==> src/rtl/sobel_pkg.sv <==
// Shared widths and helpers for the Sobel gradient stage and the downstream
// square-root block, which imports the same MAG_W.
package sobel_pkg;

  localparam int unsigned PIX_W   = 8;
  localparam int unsigned GRAD_W  = PIX_W + 3;
  localparam int unsigned SQ_W    = 2 * GRAD_W - 2;
  localparam int unsigned MAG_W   = 16;
  localparam int unsigned MAG_MAX = (2 ** MAG_W) - 1;

  typedef logic [1:0] col_cnt_t;
  localparam col_cnt_t COL_FULL = 2'd3;

  typedef struct packed {
    logic [PIX_W-1:0] top;
    logic [PIX_W-1:0] mid;
    logic [PIX_W-1:0] bot;
  } column_t;

  // |g| always fits in GRAD_W-1 bits because the kernel magnitude is bounded by 4*(2^PIX_W-1).
  function automatic logic [GRAD_W-2:0] grad_abs(input logic signed [GRAD_W-1:0] g);
    logic signed [GRAD_W-1:0] neg;
    neg = -g;
    return g[GRAD_W-1] ? neg[GRAD_W-2:0] : g[GRAD_W-2:0];
  endfunction

  function automatic logic [MAG_W-1:0] sat_mag(input logic [SQ_W:0] sum);
    logic [SQ_W:0] limit;
    limit = (SQ_W + 1)'(MAG_MAX);
    return (sum > limit) ? MAG_W'(MAG_MAX) : sum[MAG_W-1:0];
  endfunction

endpackage

==> src/rtl/sobel_kernel_calc.sv <==
// Combinational 3x3 Sobel kernel: three window columns in, signed Gx/Gy out.
// Kept free of any storage so a line-buffered front end can reuse it.
module sobel_kernel_calc
  import sobel_pkg::*;
(
  input  column_t                   c0,
  input  column_t                   c1,
  input  column_t                   c2,
  output logic signed [GRAD_W-1:0]  gx,
  output logic signed [GRAD_W-1:0]  gy
);

  function automatic logic [GRAD_W-1:0] wsum(input logic [PIX_W-1:0] a,
                                             input logic [PIX_W-1:0] b,
                                             input logic [PIX_W-1:0] c);
    return GRAD_W'(a) + (GRAD_W'(b) << 1) + GRAD_W'(c);
  endfunction

  logic [GRAD_W-1:0] x_pos;
  logic [GRAD_W-1:0] x_neg;
  logic [GRAD_W-1:0] y_pos;
  logic [GRAD_W-1:0] y_neg;

  // The centre pixel carries zero weight in both kernels.
  logic unused_centre;
  assign unused_centre = ^c1.mid;

  always_comb begin
    x_pos = wsum(c2.top, c2.mid, c2.bot);
    x_neg = wsum(c0.top, c0.mid, c0.bot);
    y_pos = wsum(c0.top, c1.top, c2.top);
    y_neg = wsum(c0.bot, c1.bot, c2.bot);
    gx    = $signed(x_pos - x_neg);
    gy    = $signed(y_pos - y_neg);
  end

endmodule

==> src/rtl/sobel_grad_sq_pipe.sv <==
// Streaming Sobel stage: column window, Gx/Gy, squares, saturated sum.
// Whole pipeline stalls together on backpressure; bubbles are kept.
module sobel_grad_sq_pipe #(
  parameter int unsigned PIX_W = sobel_pkg::PIX_W,
  parameter int unsigned MAG_W = sobel_pkg::MAG_W
) (
  input  logic             clk,
  input  logic             rst,
  input  logic             in_valid,
  output logic             in_ready,
  input  logic [PIX_W-1:0] in_top,
  input  logic [PIX_W-1:0] in_mid,
  input  logic [PIX_W-1:0] in_bot,
  input  logic             in_sol,
  input  logic             in_eol,
  output logic             out_valid,
  input  logic             out_ready,
  output logic [MAG_W-1:0] out_mag,
  output logic             out_last
);
  import sobel_pkg::*;

  column_t  col_in;
  column_t  win0_q, win1_q, win2_q;
  col_cnt_t col_cnt_q, col_cnt_d;
  logic     win_valid_q, win_last_q;

  logic signed [GRAD_W-1:0] gx, gy;
  logic signed [GRAD_W-1:0] s1_gx_q, s1_gy_q;
  logic                     s1_valid_q, s1_last_q;

  logic [GRAD_W-2:0] abs_x, abs_y;
  logic [SQ_W-1:0]   sq_x, sq_y;
  logic [SQ_W-1:0]   s2_sq_x_q, s2_sq_y_q;
  logic              s2_valid_q, s2_last_q;

  logic [SQ_W:0]     sq_sum;
  logic [MAG_W-1:0]  s3_mag_q;
  logic              s3_valid_q, s3_last_q;

  logic advance, accept, win_done;

  assign col_in = {in_top, in_mid, in_bot};

  sobel_kernel_calc u_kernel (
    .c0 (win0_q),
    .c1 (win1_q),
    .c2 (win2_q),
    .gx (gx),
    .gy (gy)
  );

  always_comb begin
    advance = !s3_valid_q || out_ready;
    accept  = in_valid && advance;

    // in_sol restarts the count so stale columns never pair with a new line.
    if (in_sol) begin
      col_cnt_d = 2'd1;
    end else if (col_cnt_q == COL_FULL) begin
      col_cnt_d = COL_FULL;
    end else begin
      col_cnt_d = col_cnt_q + 2'd1;
    end
    win_done = (col_cnt_d == COL_FULL);

    abs_x  = grad_abs(s1_gx_q);
    abs_y  = grad_abs(s1_gy_q);
    sq_x   = SQ_W'(abs_x) * SQ_W'(abs_x);
    sq_y   = SQ_W'(abs_y) * SQ_W'(abs_y);
    sq_sum = (SQ_W + 1)'(s2_sq_x_q) + (SQ_W + 1)'(s2_sq_y_q);
  end

  always_ff @(posedge clk or posedge rst) begin
    if (rst) begin
      win0_q      <= '0;
      win1_q      <= '0;
      win2_q      <= '0;
      col_cnt_q   <= '0;
      win_valid_q <= 1'b0;
      win_last_q  <= 1'b0;
      s1_gx_q     <= '0;
      s1_gy_q     <= '0;
      s1_valid_q  <= 1'b0;
      s1_last_q   <= 1'b0;
      s2_sq_x_q   <= '0;
      s2_sq_y_q   <= '0;
      s2_valid_q  <= 1'b0;
      s2_last_q   <= 1'b0;
      s3_mag_q    <= '0;
      s3_valid_q  <= 1'b0;
      s3_last_q   <= 1'b0;
    end else if (advance) begin
      if (accept) begin
        win0_q    <= win1_q;
        win1_q    <= win2_q;
        win2_q    <= col_in;
        col_cnt_q <= col_cnt_d;
      end
      win_valid_q <= accept && win_done;
      win_last_q  <= in_eol;

      s1_valid_q  <= win_valid_q;
      s1_last_q   <= win_last_q;
      s1_gx_q     <= gx;
      s1_gy_q     <= gy;

      s2_valid_q  <= s1_valid_q;
      s2_last_q   <= s1_last_q;
      s2_sq_x_q   <= sq_x;
      s2_sq_y_q   <= sq_y;

      s3_valid_q  <= s2_valid_q;
      s3_last_q   <= s2_last_q;
      s3_mag_q    <= sat_mag(sq_sum);
    end
  end

  assign in_ready  = advance;
  assign out_valid = s3_valid_q;
  assign out_mag   = s3_mag_q;
  assign out_last  = s3_last_q;

endmodule

==> config.mk <==
export PLATFORM = sky130hd
export DESIGN_NAME = sobel_grad_sq_pipe
export DESIGN_NICKNAME = d
export VERILOG_FILES = /design/src/rtl/sobel_pkg.sv /design/src/rtl/sobel_kernel_calc.sv /design/src/rtl/sobel_grad_sq_pipe.sv
export SDC_FILE = /design/constraint.sdc
export NUM_CORES = 1
export LEC_CHECK = 0
export CELL_PAD_IN_SITES_DETAIL_PLACEMENT = 2
export CELL_PAD_IN_SITES_GLOBAL_PLACEMENT = 2
export CORE_ASPECT_RATIO = 0.8
export CORE_MARGIN = 2
export CORE_UTILIZATION = 41
export CTS_CLUSTER_DIAMETER = 60
export CTS_CLUSTER_SIZE = 16
export DETAILED_ROUTE_END_ITERATION = 7
export PLACE_DENSITY_LB_ADDON = 0.1
export SLEW_MARGIN = 20
export SYNTH_ARGS = -nofsm -noshare
export SYNTH_HDL_FRONTEND = slang
export SYNTH_SLANG_ARGS = --single-unit
==> constraint.sdc <==
create_clock -name clk -period 8.4 [get_ports clk]
set_input_delay 1.68 -clock clk [delete_from_list [all_inputs] [get_ports clk]]
set_output_delay 1.68 -clock clk [all_outputs]
set_load 0.01 [all_outputs]
* Word-level counts from Yosys, hierarchy flattened *
Index checks and enable logic that the tools add are counted.

storage, ports and cells
  register bits after elaboration = 160
  output and inout port bits = 19
  input bits = 30
  word-level logic and storage cells = 52

cells by class
  reduce and logical (&&, ||, !) cells = 5
  mux-type cells = 5
  multipliers = 2
  magnitude comparators = 1
  eq/ne operators = 2
  add/sub/neg operators = 14

operators by type and width
  cell                    count
  $add A8 B9 Y10          4
  $mul A10 B10 Y20        2
  $add A11 B8 Y11         3
  $sub A11 B11 Y11        2
  $add A20 B20 Y21        1
  $gt A21 B16 Y1 const B  1
  $mux W10                2
  $neg A10 Y10            2
  $mux W16                1
  $add A10 B8 Y11         1
  $eq A2 B2 Y1 const B    2
  $mux W2                 2
  $add A2 B1 Y2 const B   1
  $logic_and A1 B1 Y1     2
  $reduce_and A2 Y1       1
  $logic_not A1 Y1        1
  $logic_or A1 B1 Y1      1

* Longest topological paths before layout *
Gate-level depths: netlist (run 1).

  word-level depth = 5
  gate-level depth with buffers = 26
  depth with buffers taken out = 25

* Modules after synthesis *
Synthesis (run 1) repeated with hierarchy kept, for this count alone.

second synthesis, totals
  cell total of the unflattened synthesis = 1526
  area total of the unflattened synthesis = 14804.2 µm²

by module, submodules not included
  module              area each (µm²)  times used  sequential area each (µm²)  cells an instance
  sobel_grad_sq_pipe  12413.2          1           3953.8                      1260
  sobel_kernel_calc   2391.0           1           0.0                         266

* Least setup slack after synthesis (run 1) *
OpenSTA, ideal clock, no wires.

  path type = reg2reg
  from = reg, netlist name s1_gx_q[0]
  to = reg s2_sq_y_q[18]
  cell stages (with the launch flop) = 24
  path slack = 1.503 ns
  setup time = 0.126 ns
  period minus slack after synthesis = 6.897 ns
  buffers on the path = 1
  data required time = 8.274 ns
  arrival time = 6.771 ns
  cell sequence = dfrtp_1 inv_1 clkbuf_1 ha_1 or4b_4 or4_4 nand2_1 xnor2_1 nand2_1 fa_1 fa_1 inv_1 fa_1 fa_1 inv_1 fa_1 inv_1 ha_1 and4_1 a221oi_2 o21ai_1 a311oi_1 xor2_1 o21ai_0

RTL lines
  element               line                       source
  end signal, assigned  sobel_grad_sq_pipe.sv:111  s2_sq_y_q <= sq_y;
  end, declared         sobel_grad_sq_pipe.sv:34   logic [SQ_W-1:0] s2_sq_x_q, s2_sq_y_q;

==> flow_summary.toml, run 1 <==
[synth]
ys_types = 74
synth.avg_cell_area_um2 = 9.67
synthCells = 1548
async_flop_share_pct = 100
synth-edff-count = 0
synth_seq_cells = 156
yosys_warnings = 0
synth_area_mm2 = 0.0150
synth_flop_cell = "dfrtp_1"
syn_nets = 1880
yosysSeqAreaShare_pct = 26.1

[clock_network]
cts_resized = 0
post_cts_buffers = 0
path_clk_slew_ns = 0.07
clockRootBuffer = "clkbuf_16"
h-tree-depth = 4
clock-sinks = 156
insertion_delay_ns = 0.45
cts_made_buffers = 17
max-clock-path-buffers = 2
hold_buffers = 0
cts_tree = "yes"

[drt]
via_count = 10700
totalWireLength_um = 38400
dr.first_iter.drc_count = 346
drc_errors = 0
wl_per_cell_um = 18.5
drt-pass1-iter-count = 4
ant_nets = 0
vias_per_cell = 5.17

[hold_path]
hp-start = "s2_valid_q"
hold_class = "reg2reg"
min_delay_path_depth = 2
min_to = "s2_valid_q"

[worst_setup_path]
worstPathArrival_ns = 7.44
reg2reg_setup_slack_ns = 1.26
critPathCaptureType = "flip-flop"
rr_worst_depth = 22
reg2reg_from = "s1_gx_q[0]"
reg2reg_to = "s2_sq_y_q[18]"
critPathMaxFanout = 16
startpoint_type = "flip-flop"
crit_required_ns = 8.70
critPathKind = "reg2reg"

[sta]
maxSlewViolCount = 0
report.final.setup_viol = 0
holdWs_ns = 0.478
fin_setup_tns_ns = 0
fmax_mhz = 140
max-slew-margin-rel_pct = 34.3
period_minus_slack_ns = 7.14
worst_pin_slew_ns = 0.985
finalWorstSetupSlack_ns = 1.26
post-route-period-util_pct = 85.0
hold_viol = 0
finClkSkew_ns = 0.00817
rsz0062_at_grt = "false"

[floorplanning]
die_w_um = 218
ios = 49
dieArea_mm2 = 0.0381
die_y_um = 175
core.rowCount = 62
start_util_pct = 41.7
core-area_mm2 = 0.0359

[finish]
utilization_pct = 46.2
nets = 1917
layout_commonest_cell = "inv_1"
n_fill_cell = 3828
drive_gt1_share_pct = 8.83
final_cell_mix = "inv_1 (234), ha_1 (176), dfrtp_1 (156), nand2_1 (139), fa_1 (126)"
area_delta_synth_final_pct = 10.7
diodes = 0

[placed_design]
port_buffers = 48
dpl.hpwl_um = 30800
pre_cts_ws_ns = 1.20
globalplace.congestion = 0.803

[grt]
grt_start_max_net_pins = 85
track_usage_pct = 21.5
grt_pass1_wl_um = 64400
overflow = 0
grt_pass1_vias = 12200
antenna_found_initial = 0

[run_status]
status = "finished, final reports clean"

[flow_run]
maxCapViolations = 0
## cell families after synthesis
logic type | share of synthesized area [%]
compound gates | 12.1
xor+xnor | 6.78
fa+ha+maj | 31.5
buf+inv | 7.30
flops | 26.1
mux | 6.14
simple gates | 10.1
## worst max-delay path by stage
stage / start / end / slack [ns] / cells after the start
detailed placement: s1_gx_q[0] / s2_sq_y_q[18] / 1.20 / 22
global route: s1_gx_q[0] / s2_sq_y_q[18] / 0.84 / 22
CTS: s1_gx_q[0] / s2_sq_y_q[18] / 1.20 / 22
global placement: s1_gx_q[0] / s2_sq_y_q[18] / 1.38 / 22
finish: s1_gx_q[0] / s2_sq_y_q[18] / 1.26 / 22
floorplan: s1_gx_q[0] / s2_sq_y_q[18] / 1.50 / 23
## state kept, by name, summed over array words and instances (netlist names), 2 cells and up
| register | cells |
|---|---|
| win0_q | 24 |
| win1_q | 24 |
| win2_q | 24 |
| s2_sq_x_q | 19 |
| s2_sq_y_q | 18 |
| out_mag | 16 |
| s1_gx_q | 11 |
| s1_gy_q | 10 |
| col_cnt_q | 2 |
## stage by stage
| step | area (um^2) | instances |
|---|---|---|
| after global routing | 16600 | 2077 |
| after floorplan | 15000 | 1548 |
| after CTS | 16600 | 2077 |
| after detailed placement | 15900 | 2046 |
| after global placement | 15900 | 2046 |
| final | 16600 | 2077 |
## synth_stat cells, types with 3 or more instances
cell	n	area, um^2
inv_1	235	882
ha_1	176	2200
dfrtp_1	156	3900
nand2_1	140	526
fa_1	126	2520
nor2_1	111	417
a21oi_1	82	410
xnor2_1	76	666
mux2_2	75	845
o21ai_0	66	330
xor2_1	38	333
clkbuf_1	29	109
nand2b_1	19	119
o21bai_1	19	143
a21o_1	16	120
o22a_1	16	140
o21a_1	14	105
nor2b_1	12	75.1
nor3_1	12	60.1
o31ai_1	9	67.6
a31oi_1	8	50.1
and3_1	6	37.5
mux2i_1	6	60.1
nand3_1	6	30.0
o21ai_1	6	30.0
a31o_2	5	43.8
and2_1	5	31.3
nand4_1	5	31.3
or3_1	4	25.0
or4_1	4	30.0
a211oi_1	3	22.5
buf_1	3	11.3
o211ai_1	3	22.5
## layer usage
metal	part of all wire (%)	track usage, %	up-vias	wire (um)
li1	-	-	5178	-
met1	46	27.5	5435	17500
met2	51	38.0	87	19400
met3	1.8	2.96	37	688
met4	2.0	5.74	0	765
met5	0	0	-	0
## critical path, cell delays in order, from the launching register on
cell and delay (ns):
dfrtp_1 0.61, inv_1 0.17, ha_1 0.18, or4b_4 0.48
or4_4 0.44, nand2_1 0.13, xnor2_1 0.27, nand2_1 0.18
fa_1 0.52, fa_1 0.55, inv_1 0.05, fa_1 0.50
fa_1 0.56, inv_1 0.07, fa_1 0.54, inv_1 0.04
ha_1 0.35, and4_1 0.24, a221oi_2 0.30, o21ai_1 0.21
a311oi_1 0.34, xor2_1 0.17, o21ai_0 0.08
## area by class of cell
cell class / instances / area, um^2 / area share (%)
well taps: 480 / 601 / 3.62
multi-input cells: 1115 / 9990 / 60.2
inverters: 238 / 898 / 5.42
clock inverters: 14 / 223 / 1.34
repair buffers: 57 / 548 / 3.30
flip-flops and latches: 156 / 3900 / 23.5
clock buffers: 17 / 425 / 2.56
Power of run 1 is not shown: default switching activity piles up to over one toggle a cycle in this logic, so the estimate is an artifact.
==> inputs of run 2 (changes only) <==
- clock period: 8.4 -> 7.4 ns (I/O delays scaled with it)
==> run 2 against run 1 <==
Effect of this change:
- setup slack worse by 0.85 ns
- clock-buffer cell count unchanged
- sequential share of layout area about the same
- highest routed layer unchanged
- via count rose by 1.3%
- largest cell class unchanged
==> flow_summary.toml, run 2 (same netlist as run 1, synthesis figures left out) <==
[worst_setup_path]
critPathCaptureType = "flip-flop"
cpPeakStageDelay_ns = 0.55
worstSetupEndpoint = "s2_sq_y_q[18]"
path_depth = 22
rr_worst_depth = 22
critPathMaxFanout = 6
startpoint_type = "flip-flop"
crit_top_cell = "fa_1"
critPathKind = "reg2reg"
reg2reg_setup_slack_ns = 0.42
worstPathArrival_ns = 7.28
reg2reg_from = "s1_gx_q[0]"
crit_required_ns = 7.70
slowest_stage = "fa_1"
reg2reg_to = "s2_sq_y_q[18]"
path_buf_inv = 4
worstSetupStartpoint = "s1_gx_q[0]"
cp_cell_sequence = "inv_1 > ha_1 > or4b_4 > or4_4 > nand2_1 > xnor2_1 > nand2_1 > fa_1 > fa_1 > inv_1 > fa_1 > fa_1 > inv_1 > fa_1 > inv_1 > ha_1 > and4_1 > a221oi_2 > o21ai_1 > a311oi_1 > xor2_1 > o21ai_0"
crit_family = "adder cells"

[drt]
vias_per_cell = 5.23
drt-pass1-iter-count = 4
via_count = 10900
drc_errors = 0
totalWireLength_um = 39500
ant_nets = 0
dr.first_iter.drc_count = 346
wl_per_cell_um = 19.0

[floorplanning]
die_y_um = 175
die_w_um = 218
start_util_pct = 41.7
core.rowCount = 62
core-area_mm2 = 0.0359
dieArea_mm2 = 0.0381
ios = 49

[clock_network]
max-clock-path-buffers = 2
clock-sinks = 156
path_clk_slew_ns = 0.08
cts_made_buffers = 17
h-tree-depth = 4
hold_buffers = 0
cts_resized = 0
insertion_delay_ns = 0.45
post_cts_buffers = 0
clockRootBuffer = "clkbuf_16"
cts_tree = "yes"

[sta]
report.final.setup_viol = 0
rsz0062_at_grt = "false"
fin_setup_tns_ns = 0
fmax_mhz = 143
hold_viol = 0
holdWs_ns = 0.469
worst_pin_slew_ns = 1.14
period_minus_slack_ns = 6.98
finClkSkew_ns = 0.0120
max-slew-margin-rel_pct = 23.5
post-route-period-util_pct = 94.4
maxSlewViolCount = 0

[finish]
area_delta_synth_final_pct = 10.6
n_fill_cell = 3809
nets = 1919
top_regs = "win0_q x24, win1_q x24, win2_q x24"
seqCellArea_mm2 = 0.00390
final_cell_mix = "inv_1 (234), ha_1 (176), dfrtp_1 (156), nand2_1 (139), fa_1 (126)"
layout_commonest_cell = "inv_1"
diodes = 0
drive_gt1_share_pct = 9.06
multi_input_area_mm2 = 0.00999

[grt]
overflow = 0
antenna_found_initial = 0
grt_start_max_net_pins = 96
track_usage_pct = 22.0
grt_pass1_vias = 12500
grt_pass1_wl_um = 66000

[flow_run]
maxCapViolations = 0

[placed_design]
globalplace.congestion = 0.807
port_buffers = 48
dpl.hpwl_um = 31200

[run_status]
status = "finished, final reports clean"

[hold_path]
hold_class = "reg2reg"
## run 2: changes by cell type in the layout (fill, tap and decap cells not counted), sizes merged
cell / before / now
clkinv: 4 / 10
buf: 9 / 11
inv: 244 / 243
bufinv: 4 / 0
## run 2: worst min-delay path by stage
stage | start | to | slack (ns) | cells after the start
after floorplan | s2_valid_q | s2_valid_q | 0.43 | 2
after global placement | s2_valid_q | s2_valid_q | 0.44 | 2
after detailed placement | s2_valid_q | out_valid | 0.45 | 1
after CTS | s2_valid_q | out_valid | 0.47 | 1
after global routing | s2_valid_q | out_valid | 0.50 | 1
final | s2_valid_q | out_valid | 0.47 | 1
## run 2: layout make-up
type                            count  area share [%]
Clock buffer                       17            2.57
Clock inverter                     15            1.04
Inverter                          238            5.43
Multi-Input combinational cell   1115            60.4
Sequential cell                   156            23.6
Tap cell                          480            3.63
Timing Repair Buffer               59            3.40
## run 2: per-stage QoR
step	setup WS, ns	cell area, um^2	instances	util (%)
floorplan	0.503	15000	1548	-
global placement	0.706	16000	2048	44.4
detailed placement	0.433	16000	2048	44.4
CTS	0.377	16600	2080	46.1
global route	0.0639	16600	2080	46.1
finish	0.417	16600	2080	46.1
## run 2: per-layer routing
metal,track usage (%),vias to the layer above,routed length (um)
met5,0,-,0
met4,4.79,0,588
met3,2.99,32,841
met2,40.1,95,20100
met1,27.7,5554,17900
li1,-,5195,-
Power of run 2 is left out for the same reason.
